<file path="src/rtl/sif_buf.sv">
// rtl/sif_buf.sv - posted-write FIFO to a ready/valid drain, plus a fixed-latency scrambled read path.
// Optional wa_par/xa_rd_par parity outputs are enabled by defining SIF_BUF_PARITY_EN.
module sif_buf #(
  parameter int AW     = 16,
  parameter int DW     = 16,
  parameter int DEPTH  = 4,
  parameter int RD_LAT = 1
) (
  input  logic          clk,
  input  logic          rst_b,
  input  logic          xa_wr_s,
  input  logic          xa_rd_s,
  input  logic [AW-1:0] xa_addr,
  input  logic [DW-1:0] xa_data_wr,
  output logic          xa_busy,
  output logic [AW-1:0] xa_data_rd,
  output logic          xa_rd_vld,
  output logic          wa_wr_s,
  input  logic          wa_rdy,
  output logic [AW-1:0] wa_addr,
  output logic [DW-1:0] wa_data_wr,
`ifdef SIF_BUF_PARITY_EN
  output logic          wa_par,
  output logic          xa_rd_par,
`endif
  output logic          wr_ovf
);

  localparam int PW = (DEPTH > 1) ? $clog2(DEPTH) : 1;
  localparam int CW = PW + 1;

  logic [AW-1:0] r_mem_addr [DEPTH];
  logic [DW-1:0] r_mem_data [DEPTH];
  logic [PW-1:0] r_wptr;
  logic [PW-1:0] r_rptr;
  logic [CW-1:0] r_count;
  logic          r_wa_wr_s;
  logic [AW-1:0] r_wa_addr;
  logic [DW-1:0] r_wa_data;
  logic          r_wr_ovf;

  logic w_busy;
  logic w_push;
  logic w_pop;
  logic w_mem_empty;
  logic w_load;
  logic w_load_mem;
  logic w_bypass;
  logic w_mem_wr;

  // r_count covers both the memory and the output register, so the memory
  // holds r_count - r_wa_wr_s entries.
  assign w_busy      = (r_count == CW'(DEPTH));
  assign w_push      = xa_wr_s & ~w_busy;
  assign w_pop       = r_wa_wr_s & wa_rdy;
  assign w_mem_empty = (r_count == CW'(r_wa_wr_s));
  assign w_load      = ~r_wa_wr_s | w_pop;
  assign w_load_mem  = w_load & ~w_mem_empty;
  assign w_bypass    = w_load & w_mem_empty & w_push;
  assign w_mem_wr    = w_push & ~w_bypass;

`ifdef SIF_BUF_PARITY_EN
  logic r_mem_par [DEPTH];
  logic r_wa_par;
  logic w_in_par;
  assign w_in_par = ^{xa_addr, xa_data_wr};
`endif

  always_ff @(posedge clk) begin
    if (w_mem_wr) begin
      r_mem_addr[r_wptr] <= xa_addr;
      r_mem_data[r_wptr] <= xa_data_wr;
`ifdef SIF_BUF_PARITY_EN
      r_mem_par[r_wptr]  <= w_in_par;
`endif
    end
  end

  always_ff @(posedge clk or negedge rst_b) begin
    if (!rst_b) begin
      r_wptr    <= '0;
      r_rptr    <= '0;
      r_count   <= '0;
      r_wa_wr_s <= 1'b0;
      r_wa_addr <= '0;
      r_wa_data <= '0;
      r_wr_ovf  <= 1'b0;
`ifdef SIF_BUF_PARITY_EN
      r_wa_par  <= 1'b0;
`endif
    end else begin
      if (w_mem_wr)   r_wptr <= r_wptr + 1'b1;
      if (w_load_mem) r_rptr <= r_rptr + 1'b1;
      r_count <= r_count + CW'(w_push) - CW'(w_pop);
      if (xa_wr_s && w_busy) r_wr_ovf <= 1'b1;
      // Memory head has priority; an empty memory lets the new write go straight out.
      if (w_load_mem) begin
        r_wa_wr_s <= 1'b1;
        r_wa_addr <= r_mem_addr[r_rptr];
        r_wa_data <= r_mem_data[r_rptr];
`ifdef SIF_BUF_PARITY_EN
        r_wa_par  <= r_mem_par[r_rptr];
`endif
      end else if (w_bypass) begin
        r_wa_wr_s <= 1'b1;
        r_wa_addr <= xa_addr;
        r_wa_data <= xa_data_wr;
`ifdef SIF_BUF_PARITY_EN
        r_wa_par  <= w_in_par;
`endif
      end else if (w_load) begin
        r_wa_wr_s <= 1'b0;
      end
    end
  end

  logic [AW-1:0] w_scr;
  logic [AW-1:0] r_rd_data [RD_LAT];
  logic          r_rd_vld  [RD_LAT];

  always_comb begin
    w_scr    = xa_addr;
    w_scr[8] = xa_addr[8] ^ xa_addr[4];
    w_scr[7] = xa_addr[7] ^ xa_addr[5];
  end

  always_ff @(posedge clk or negedge rst_b) begin
    if (!rst_b) begin
      for (int i = 0; i < RD_LAT; i++) begin
        r_rd_data[i] <= '0;
        r_rd_vld[i]  <= 1'b0;
      end
    end else begin
      r_rd_data[0] <= xa_rd_s ? w_scr : '0;
      r_rd_vld[0]  <= xa_rd_s;
      for (int i = 1; i < RD_LAT; i++) begin
        r_rd_data[i] <= r_rd_data[i-1];
        r_rd_vld[i]  <= r_rd_vld[i-1];
      end
    end
  end

  assign xa_busy    = w_busy;
  assign xa_data_rd = r_rd_data[RD_LAT-1];
  assign xa_rd_vld  = r_rd_vld[RD_LAT-1];
  assign wa_wr_s    = r_wa_wr_s;
  assign wa_addr    = r_wa_addr;
  assign wa_data_wr = r_wa_data;
  assign wr_ovf     = r_wr_ovf;
`ifdef SIF_BUF_PARITY_EN
  assign wa_par     = r_wa_par;
  assign xa_rd_par  = ^r_rd_data[RD_LAT-1];
`endif

endmodule

</file>
<file path="config.mk">
export PLATFORM = sky130hd
export DESIGN_NAME = sif_buf
export DESIGN_NICKNAME = d
export VERILOG_FILES = /design/src/rtl/sif_buf.sv
export SDC_FILE = /design/constraint.sdc
export NUM_CORES = 1
export LEC_CHECK = 0
export BUFFER_PORTS_ARGS = -buffer_cell sky130_fd_sc_hd__buf_2
export CORE_AREA = 10 10 161 163
export CTS_BUF_LIST = sky130_fd_sc_hd__clkbuf_4
export CTS_CLUSTER_SIZE = 30
export DETAILED_ROUTE_END_ITERATION = 12
export DIE_AREA = 0 0 171 173
export PLACE_DENSITY = 0.52
export SYNTH_ARGS = -nofsm -noshare
export SYNTH_HDL_FRONTEND = slang
export SYNTH_SLANG_ARGS = --single-unit
</file>
<file path="constraint.sdc">
create_clock -name clk -period 2.46 [get_ports clk]
set_input_delay 0.246 -clock clk [delete_from_list [all_inputs] [get_ports clk]]
set_output_delay 0.246 -clock clk [all_outputs]
set_load 0.05 [all_outputs]
</file>
# Yosys cells after proc, flatten, opt, wreduce, memory -nomap -nowiden
# Memory sizes are Yosys's and may differ from the RTL's.
# Index checks and enable logic that the tools add are counted.
# classes
addsub	4
eq_ne	2
muxes	10
bitwise	13
reduce_logical	3
# ops
op	n
$mux 16	5
$and 1x1->1	6
$mux 1	5
$add 2x1->2 const B	2
$not 1->1	4
$add 3x1->3	1
$eq 3x1->1	1
$eq 3x3->1 const B	1
$reduce_bool 3->1	1
$sub 3x1->3	1
$reduce_bool 2->1	1
$xor 1x1->1	2
$logic_and 1x1->1	1
$or 1x1->1	1
# totals
reg_bits	58
mem_bits_rw	128
inputBits	37
output_inout_bits	52
wordCells	43
mem_count	2
# memory_table
name	words	width	read_ports	rd_clocked_by_memory_dff	wr	line	rtl
r_mem_addr	4	16	1	0	1	32	logic [AW-1:0] r_mem_addr [DEPTH];
r_mem_data	4	16	1	0	1	33	logic [DW-1:0] r_mem_data [DEPTH];

# Logic depth before layout (Yosys ltp)
# Gate-level depths: netlist of run 1.
# logic_depth
ltp_word	8
depth_mapped	11
depth_no_buf	9

# Worst setup path after synthesis of run 1
# No wires, ideal clock.
# synth_timing
path_kind	register to register
start	register r_wa_wr_s, in the netlist wa_wr_s
end	memory r_mem_addr[0][0], enable pin
setup_time_ns	0.392
t_arrival_ns	2.017
t_required_ns	2.068
path_slack_ns	0.051
path_stages_with_launch	5
n_path_buf	1
synth_period_minus_slack_ns	2.409
path_cell_list	dfrtp_1 buf_6 nor2b_1 o221a_2 and2_1
# synth_via
elab_chain_len	8
word_cells_on_any_way	10
cone_classes	eq/ne (1); mux (2); bitwise (7)
# synth_rtl
item	line	rtl
start, declared	37	logic r_wa_wr_s;
start signal, assigned	84	r_wa_wr_s <= 1'b0;
start signal, assigned	98	r_wa_wr_s <= 1'b1;
start signal, assigned	105	r_wa_wr_s <= 1'b1;
$and 1x1->1 or $not 1->1 (tied branches)	55, 57	
$or 1x1->1	57	assign w_load = ~r_wa_wr_s | w_pop;
$and 1x1->1 (*) (2 in series)	59	assign w_bypass = w_load & w_mem_empty & w_push;
$not 1->1 (*)	60	assign w_mem_wr = w_push & ~w_bypass;
$and 1x1->1 (*)	60	
$mux 1 (*)	70	if (w_mem_wr) begin
$mux 1 (implied by the code) (*)	71	r_mem_addr[r_wptr] <= xa_addr;
end, declared	32	
# Mark *: on every way between the ends. The rest lies on a longest branch, timed or not.

# Final worst setup path of run 1
# layout_timing
start	register r_count[1]
end	memory r_mem_data[0][13], enable pin
# layout_via
elab_chain_len	8
word_cells_on_any_way	10
cone_classes	eq/ne (2); mux (2); bitwise (6)
# layout_rtl
item	line	rtl
start, declared	36	logic [CW-1:0] r_count;
start signal, assigned	94	r_count <= r_count + CW'(w_push) - CW'(w_pop);
$eq 3x3->1	53	assign w_busy = (r_count == CW'(DEPTH));
$not 1->1	54	assign w_push = xa_wr_s & ~w_busy;
$and 1x1->1	54	
$and 1x1->1	59	
$not 1->1	60	
$and 1x1->1 (*)	60	
$mux 1 (*)	70	
$mux 1 (implied by the code) (*)	72	r_mem_data[r_wptr] <= xa_data_wr;
end, declared	33	
# Marks and branches as above.

==> summary.md, run 1 <==
| Metric | Value |
|---|---|
| Run status | complete, no violations |
| Synth Flop Type | edfxtp_1 |
| Clock Path Buffers | 2 |
| Initial antenna violation count | 1 |
| CTS sink count | ~190 |
| Syn nets | approximately 490 |
| GP Congestion | 0.733 |
| Clk network pwr share | 15.1% |
| Crit path time final | between 2000 and 2500 ps |
| DP Area | 8600 um^2 |
| Slew @ Worst Pin | 838 ps |
| WHS Endpoint | wa_wr_s |
| Top layer in use | met4 |
| Cell Count, Final, Fillers Out | 871 |
| GRT Total Usage | 12.7% |
| Cell Pwr Density | 1170 nW/um^2 |
| Synth area leaders | edfxtp_1 49%, dfrtp_1 19%, mux4_2 8.1% |
| Internal power | 6.48 mW |
| Clock transition at path regs | 140 ps |
| Required time worst endpoint | between 2000 and 3000 ps |
| Starting density of the core | 34.5% |
| Clock skew | 23.9 ps |
| Area leader, netlist | edfxtp_1 |
| I/O Pins | 89 |
| Final wirelength | roughly 18000 um |
| CP Capture Type | flip-flop |
| Tightest hold margin | 73.4 ps |
| Hpwl dp | 11500 um |
| CTS Buf Count | 17 |
| Die H | 173 um |
| Worst reg2reg path depth | 4 |
| Synth unique cells | 34 |
| Skew-Pair Late Insertion Delay | 570 ps |
| Routed wl met3 | 887 um |
| Final-stage net count | 616 |
| Flop and latch count out of synthesis | 186 |
| RSZ-0062 raised after global routing | no |
| Die footprint | approximately 30000 um^2 |
| Power, Total | 10.8 mW |
| Synth top area share | between 40% and 50% |
| EDFF count, synth | 128 |
| Worst vdd ir | 0.000402 V |
| Fin Setup TNS | 0 ps |
| Cells after DPL | 804 |
| Met2 wire len | between 9000 and 10000 um |
| Reg2reg start | r_count[1] |
| First-pass GRT wire length | 28800 um |
| Post-synth top cells | 128 x edfxtp_1, 58 x dfrtp_1, 32 x a2bb2oi_1, 32 x nand2b_1, 32 x nor4_1 |
| GR Overflow Total | 0 |
| Final Worst Setup Slack | 374 ps |
| Final worst path period share | 84.8% |
| Area added between synthesis and finish | 18.3% |
| R2R Setup Slk | 370 ps |
| DRT iter0 DRCs | between 300 and 400 |
| TritonCTS clock tree | done |
| CP arrival | 2360 ps |
| Avg WL per Cell | around 21 um |
| Post-CTS setup repair buffer count | 0 |
| Crit Path Max Fanout | 37 |
| Core ar. | 22600 um^2 |
| Sequential share of power | 42.8% |
| R2R Path End | r_mem_data[0][13] |
| Cell area after layout | around 9200 um^2 |
| Post-Syn Area | 7790 um^2 |
| Clock Root Buffer | clkbuf_4 |
| Pre-CTS setup slack | 387 ps |
| Total leakage power | 3.32 nW |
| Util after Layout | about 40% |
| Antenna Nets Post-Route | 0 |
| Max Cap Violations | 0 |
| Combinational share of power | between 40% and 50% |
| Site Rows | 55 |
| Most common cell in the netlist | edfxtp_1 |
| Worst Hold Class | input port to flip-flop |
| Worst hold stages | 4 |
| Beginning of the worst hold path | wa_rdy |
| DR DRC count | 0 |
| Endpoints failing setup | 0 |
| Max-slew violation count | 0 |
| Largest net degree at the start of global routing | 59 |
| Sw frac | 40.1% |
| Htree depth | 4 |
| Met1 Wirelength | 8080 um |
| CTS resizes | 0 |
| Gate Count Post-Synth | 444 |
| Sequential area share after synthesis | 68.0% |
| Syn. warnings | 0 |
| Average size of a mapped cell | about 18 um^2 |
| Die Span X | 171 um |
| NetSw | 4.33 mW |
| CP Class | flip-flop to flip-flop |
| Asr flop ratio synth | 31.2% |
| Routed via count | between 4000 and 5000 |
| Layout cells sized above 1 | about a third |
| Fmax | 0.479 GHz |
| CP Launch Type | flip-flop |
| Final hold violations | 0 |
| Post-DR vias/cell | 5.11 |
| Slew HR | 44.2% |
| Router iterations before antenna repair | 4 |
| Vias in the first global route | 4836 |
| Port Buf Inserts | 88 |
==> power by group through the flow <==
stage / clock, mW / sequential, mW / combinational [mW]
2_1_floorplan: 0 / 5.55 / 2.46
5_1_grt: 1.83 / 4.72 / 4.86
3_5_place_dp: 0 / 4.70 / 4.57
6_report: 1.63 / 4.63 / 4.55
4_1_cts: 1.70 / 4.63 / 4.63
3_3_place_gp: 0 / 4.68 / 4.52
==> worst max path at each step <==
stage | startpoint | to | cells past startpoint
2_1_floorplan | wa_wr_s | r_mem_addr[0][0] | 4
3_3_place_gp | r_count[1] | r_mem_data[1][8] | 4
3_5_place_dp | r_count[1] | r_mem_data[1][6] | 4
4_1_cts | r_count[1] | r_mem_addr[0][6] | 4
5_1_grt | r_count[1] | r_count[2] | 9
6_report | r_count[1] | r_mem_data[0][13] | 4
==> flip-flops by register name, indices dropped and copies added (netlist names) <==
signal,cells
wa_addr,16
r_mem_addr,64
xa_rd_vld,1
xa_data_rd,16
r_rptr,2
wr_ovf,1
r_count,3
wa_wr_s,1
wa_data_wr,16
r_mem_data,64
r_wptr,2
==> worst max-delay path, cell delays in order, from the launching register on <==
cell     delay (ps)
dfrtp_1         370
buf_4           440
o221a_2         380
and2_2          350
buf_12          250
==> logic make-up (layout without fill, tap and decap cells) <==
family                     after synthesis  in the layout  synth area share (%)
DFF                                    186            186                  68.0
and+or+nand+nor                         95             95                  7.61
AOI/OAI and AO/OA                       70             70                  8.80
buffers and inverters                   44            185                  3.66
muxes                                   33             33                  9.64
xor gates and xnor gates                 9              9                  1.11
adders and majority gates                7              7                  1.22
other                                    0              1                     0
==> cell type report <==
class | count | area, um^2
multi-input cells | 214 | 2240
well taps | 285 | 357
clock buffers | 18 | 135
inverters | 6 | 22.5
fillers | 2090 | 13400
flip-flops and latches | 186 | 5300
repair buffers | 147 | 1020
clock inverters | 14 | 139
diodes | 1 | 2.50
==> routing by layer <==
layer  vias up  global-route usage [%]
met5         -                       0
met4         0                    3.44
met3        14                    2.96
met2       115                    21.1
met1      2275                    16.1
li1       2050                       -
==> what timing repair did <==
item,4_1_cts,5_1_grt
endpoints found under the hold margin,202,0
hold buffers,34,0
endpoints found under the setup margin,0,0
==> layout by cell type, fill, tap and decap left out, drive strengths merged, types with 5 or more instances in the layout <==
master | synthesis | final
edfxtp | 128 | 128
buf | 25 | 113
dfrtp | 58 | 58
dlygate4sd3 | 0 | 34
nand2b | 33 | 33
o221a | 33 | 33
nor4 | 32 | 32
a2bb2oi | 32 | 32
mux4 | 32 | 32
and2 | 21 | 21
clkbuf | 13 | 18
inv | 6 | 13
ha | 6 | 6
xnor2 | 6 | 6
clkinv | 0 | 5
Power figures use the tool's default switching activity.
==> run 2, diff against run 1 <==
--- a/config.mk
+++ b/config.mk
@@ -11,7 +11,7 @@
 export CTS_CLUSTER_SIZE = 30
 export DETAILED_ROUTE_END_ITERATION = 12
 export DIE_AREA = 0 0 171 173
-export PLACE_DENSITY = 0.52
+export PLACE_DENSITY = 0.54
 export SYNTH_ARGS = -nofsm -noshare
 export SYNTH_HDL_FRONTEND = slang
 export SYNTH_SLANG_ARGS = --single-unit
==> constraint.sdc (replaced) <==
create_clock -name clk -period 1.9 [get_ports clk]
set_input_delay 0.19 -clock clk [delete_from_list [all_inputs] [get_ports clk]]
set_output_delay 0.19 -clock clk [all_outputs]
set_load 0.05 [all_outputs]
==> run 2 against run 1 <==
  * The flow now finishes with violations (negative setup slack)
  * Sequential share of layout area decreased by 1.6 points
  * Hold slack improved by 110 ps
  * Core utilization grew 1.2 points
  * Clock skew shrank 2.1 ps
==> summary.md, run 2 (synthesis gave the netlist of run 1 again) <==
| Metric | Value |
|---|---|
| Run status | finished with violations (was complete, no violations) |
| Failing checks | negative setup slack |
| GR Overflow Total | 0 (unchanged) |
| Area added between synthesis and finish | 21.6% (was 18.3%) |
| Max-slew violation count | 0 (unchanged) |
| Beginning of the worst hold path | xa_wr_s (was wa_rdy) |
| Cell area after layout | 9480 um^2 (was 9210 um^2) |
| Endpoints failing setup | 2 (was 0) |
| Final worst path period share | 104% (was 84.8%) |
| I/O Pins | 89 (unchanged) |
| Cell family contributing the most delay on the critical path | adder cells (was buffers and inverters) |
| CTS Buf Count | 17 (unchanged) |
| Clock transition at path regs | 150 ps (was 140 ps) |
| Layout cells sized above 1 | 33.2% (was 31.6%) |
| CP Launch Type | flip-flop (unchanged) |
| Fmax | 0.506 GHz (was 0.479 GHz) |
| Core ar. | 22600 um^2 (unchanged) |
| Clock Root Buffer | clkbuf_4 (unchanged) |
| CTS sink count | 186 (unchanged) |
| RSZ-0062 raised after global routing | yes (was no) |
| CP Capture Type | flip-flop (unchanged) |
| Cell Pwr Density | 1540 nW/um^2 (was 1170 nW/um^2) |
| Initial antenna violation count | 1 (unchanged) |
| Die H | 173 um (unchanged) |
| Largest net degree at the start of global routing | 59 (unchanged) |
| Routed via count | 4595 (was 4454) |
| Crit path launch | r_count[0] (was r_count[1]) |
| Busiest grt layer | met2 (unchanged) |
| # fillers | 2032 (was 2090) |
| Die Span X | 171 um (unchanged) |
| Worst reg2reg path depth | 9 (was 4) |
| Tightest hold margin | 187 ps (was 73.4 ps) |
| Cells after DPL | 811 (was 804) |
| Starting density of the core | 34.5% (unchanged) |
| Power, Total | 14.6 mW (was 10.8 mW) |
| Max Cap Violations | 0 (unchanged) |
| Antenna Nets Post-Route | 0 (unchanged) |
| Worst vdd ir | 0.000538 V (was 0.000402 V) |
| GRT met1 Usage | 16.0% (was 16.1%) |
| DRT iter0 DRCs | 325 (was 339) |
| Commonest non-fill, non-tap cell in the layout | edfxtp_1 (unchanged) |
| CP max stage delay | 410 ps (was 440 ps) |
| Multi-input gate area | 2260 um^2 (was 2240 um^2) |
| DP Area | 8790 um^2 (was 8600 um^2) |
| Fin Setup TNS | -121 ps (was 0 ps) |
| Cell Count, Final, Fillers Out | 882 (was 871) |
| Final hold violations | 0 (unchanged) |
| GRT Total Usage | 12.8% (was 12.7%) |
| R2R Path End | r_count[2] (was r_mem_data[0][13]) |
| Slowest CP cell | dfrtp_1 (was buf_4) |
| TritonCTS clock tree | done (unchanged) |
| Final wirelength | 18600 um (was 18400 um) |
| Reg2reg start | r_count[0] (was r_count[1]) |
| Final Worst Setup Slack | -76.2 ps (was 374 ps) |
| Total leakage power | 3.43 nW (was 3.32 nW) |
| GR Layer Usage met2 | 20.9% (was 21.1%) |
| Worst hold stages | 3 (was 4) |
| Cell Chain, Critical Path | or2_1 -> o21ai_1 -> ha_1 -> inv_1 -> ha_1 -> inv_1 -> fa_2 -> xnor2_2 -> xnor2_1 (was buf_4 -> o221a_2 -> and2_2 -> buf_12) |
| Hpwl dp | 12000 um (was 11500 um) |
| Slew @ Worst Pin | 833 ps (was 838 ps) |
| Worst Hold Class | input port to flip-flop (unchanged) |
| Avg WL per Cell | 21.1 um (about the same) |
| Port Buf Inserts | 88 (unchanged) |
| Die footprint | 29600 um^2 (unchanged) |
| Final-stage net count | 627 (was 616) |
| Clock Path Buffers | 2 (unchanged) |
| Post-DR vias/cell | 5.21 (was 5.11) |
| GP Congestion | 0.715 (was 0.733) |
| GRT met3 Usage | 3.58% (was 2.96%) |
| Crit path buffers/inverters | 2 (unchanged) |
| Regs by FF count | r_mem_addr (64), r_mem_data (64) (unchanged) |
| First-pass GRT wire length | 29200 um (was 28800 um) |
| CP Class | flip-flop to flip-flop (unchanged) |
| Util after Layout | 42.0% (was 40.8%) |
| Commonest non-fill, non-tap cells in the layout | 128 x edfxtp_1, 86 x buf_2, 55 x dfrtp_1 (was 128 x edfxtp_1, 87 x buf_2, 56 x dfrtp_1) |
| Slew HR | 44.5% (was 44.2%) |
| Crit Path Max Fanout | 2 (was 37) |
| DR DRC count | 0 (unchanged) |
| Skew-Pair Late Insertion Delay | 570 ps (about the same) |
| Router iterations before antenna repair | 4 (unchanged) |
| Crit path time final | 1980 ps (was 2090 ps) |
| R2R Setup Slk | -80 ps (was 370 ps) |
| Site Rows | 55 (unchanged) |
| CP arrival | 2430 ps (was 2360 ps) |
| Vias in the first global route | 5042 (was 4836) |
| Htree depth | 4 (unchanged) |
| WHS Endpoint | wa_wr_s (unchanged) |
| Storage cell area | 5300 um^2 (about the same) |
| Clock skew | 21.8 ps (was 23.9 ps) |
| Required time worst endpoint | 2350 ps (was 2730 ps) |
| Pre-CTS setup slack | -77.4 ps (was 387 ps) |
run 2: area by class of cell:
| cell class | count | area share (%) |
|---|---|---|
| diodes | 1 | 0.0264 |
| clock buffers | 17 | 1.35 |
| clock inverters | 15 | 1.70 |
| inverters | 6 | 0.238 |
| multi-input cells | 214 | 23.9 |
| flip-flops and latches | 186 | 55.9 |
| well taps | 285 | 3.76 |
| repair buffers | 158 | 13.1 |
run 2: per-layer routing:
metal | wire length (um) | share of wire, %
met5 | 0 | 0
met4 | 238 | 1.3
met3 | 1130 | 6.1
met2 | 9410 | 51
met1 | 7810 | 42
run 2: where the power goes:
group	switching, mW	internal (mW)	total (mW)
combinational	3.80	2.64	6.44
sequential	0.513	5.41	5.93
clock	1.42	0.812	2.23
total	5.73	8.86	14.6
run 2: worst max path at each step:
stage | to | slack, ps | cells past startpoint
2_1_floorplan | r_count[2] | -140 | 10
4_1_cts | r_count[2] | -90 | 9
5_1_grt | r_count[2] | -160 | 9
6_report | r_count[2] | -80 | 9
3_5_place_dp | r_count[2] | -80 | 9
3_3_place_gp | r_count[2] | -10 | 9
run 2: worst register-to-register path, cell delays in order, from the launching register on:
cell	delay [ps]
dfrtp_1	410
or2_1	250
o21ai_1	130
ha_1	240
inv_1	50
ha_1	130
inv_1	50
fa_2	350
xnor2_2	150
xnor2_1	120
run 2: what timing repair did:
action                                  4_1_cts  5_1_grt
resized for setup                             3        4
hold buffers                                 35        0
pin swaps                                     2        3
buffers inserted                              0        3
endpoints found under the hold margin       213        0
endpoints found under the setup margin        3      126
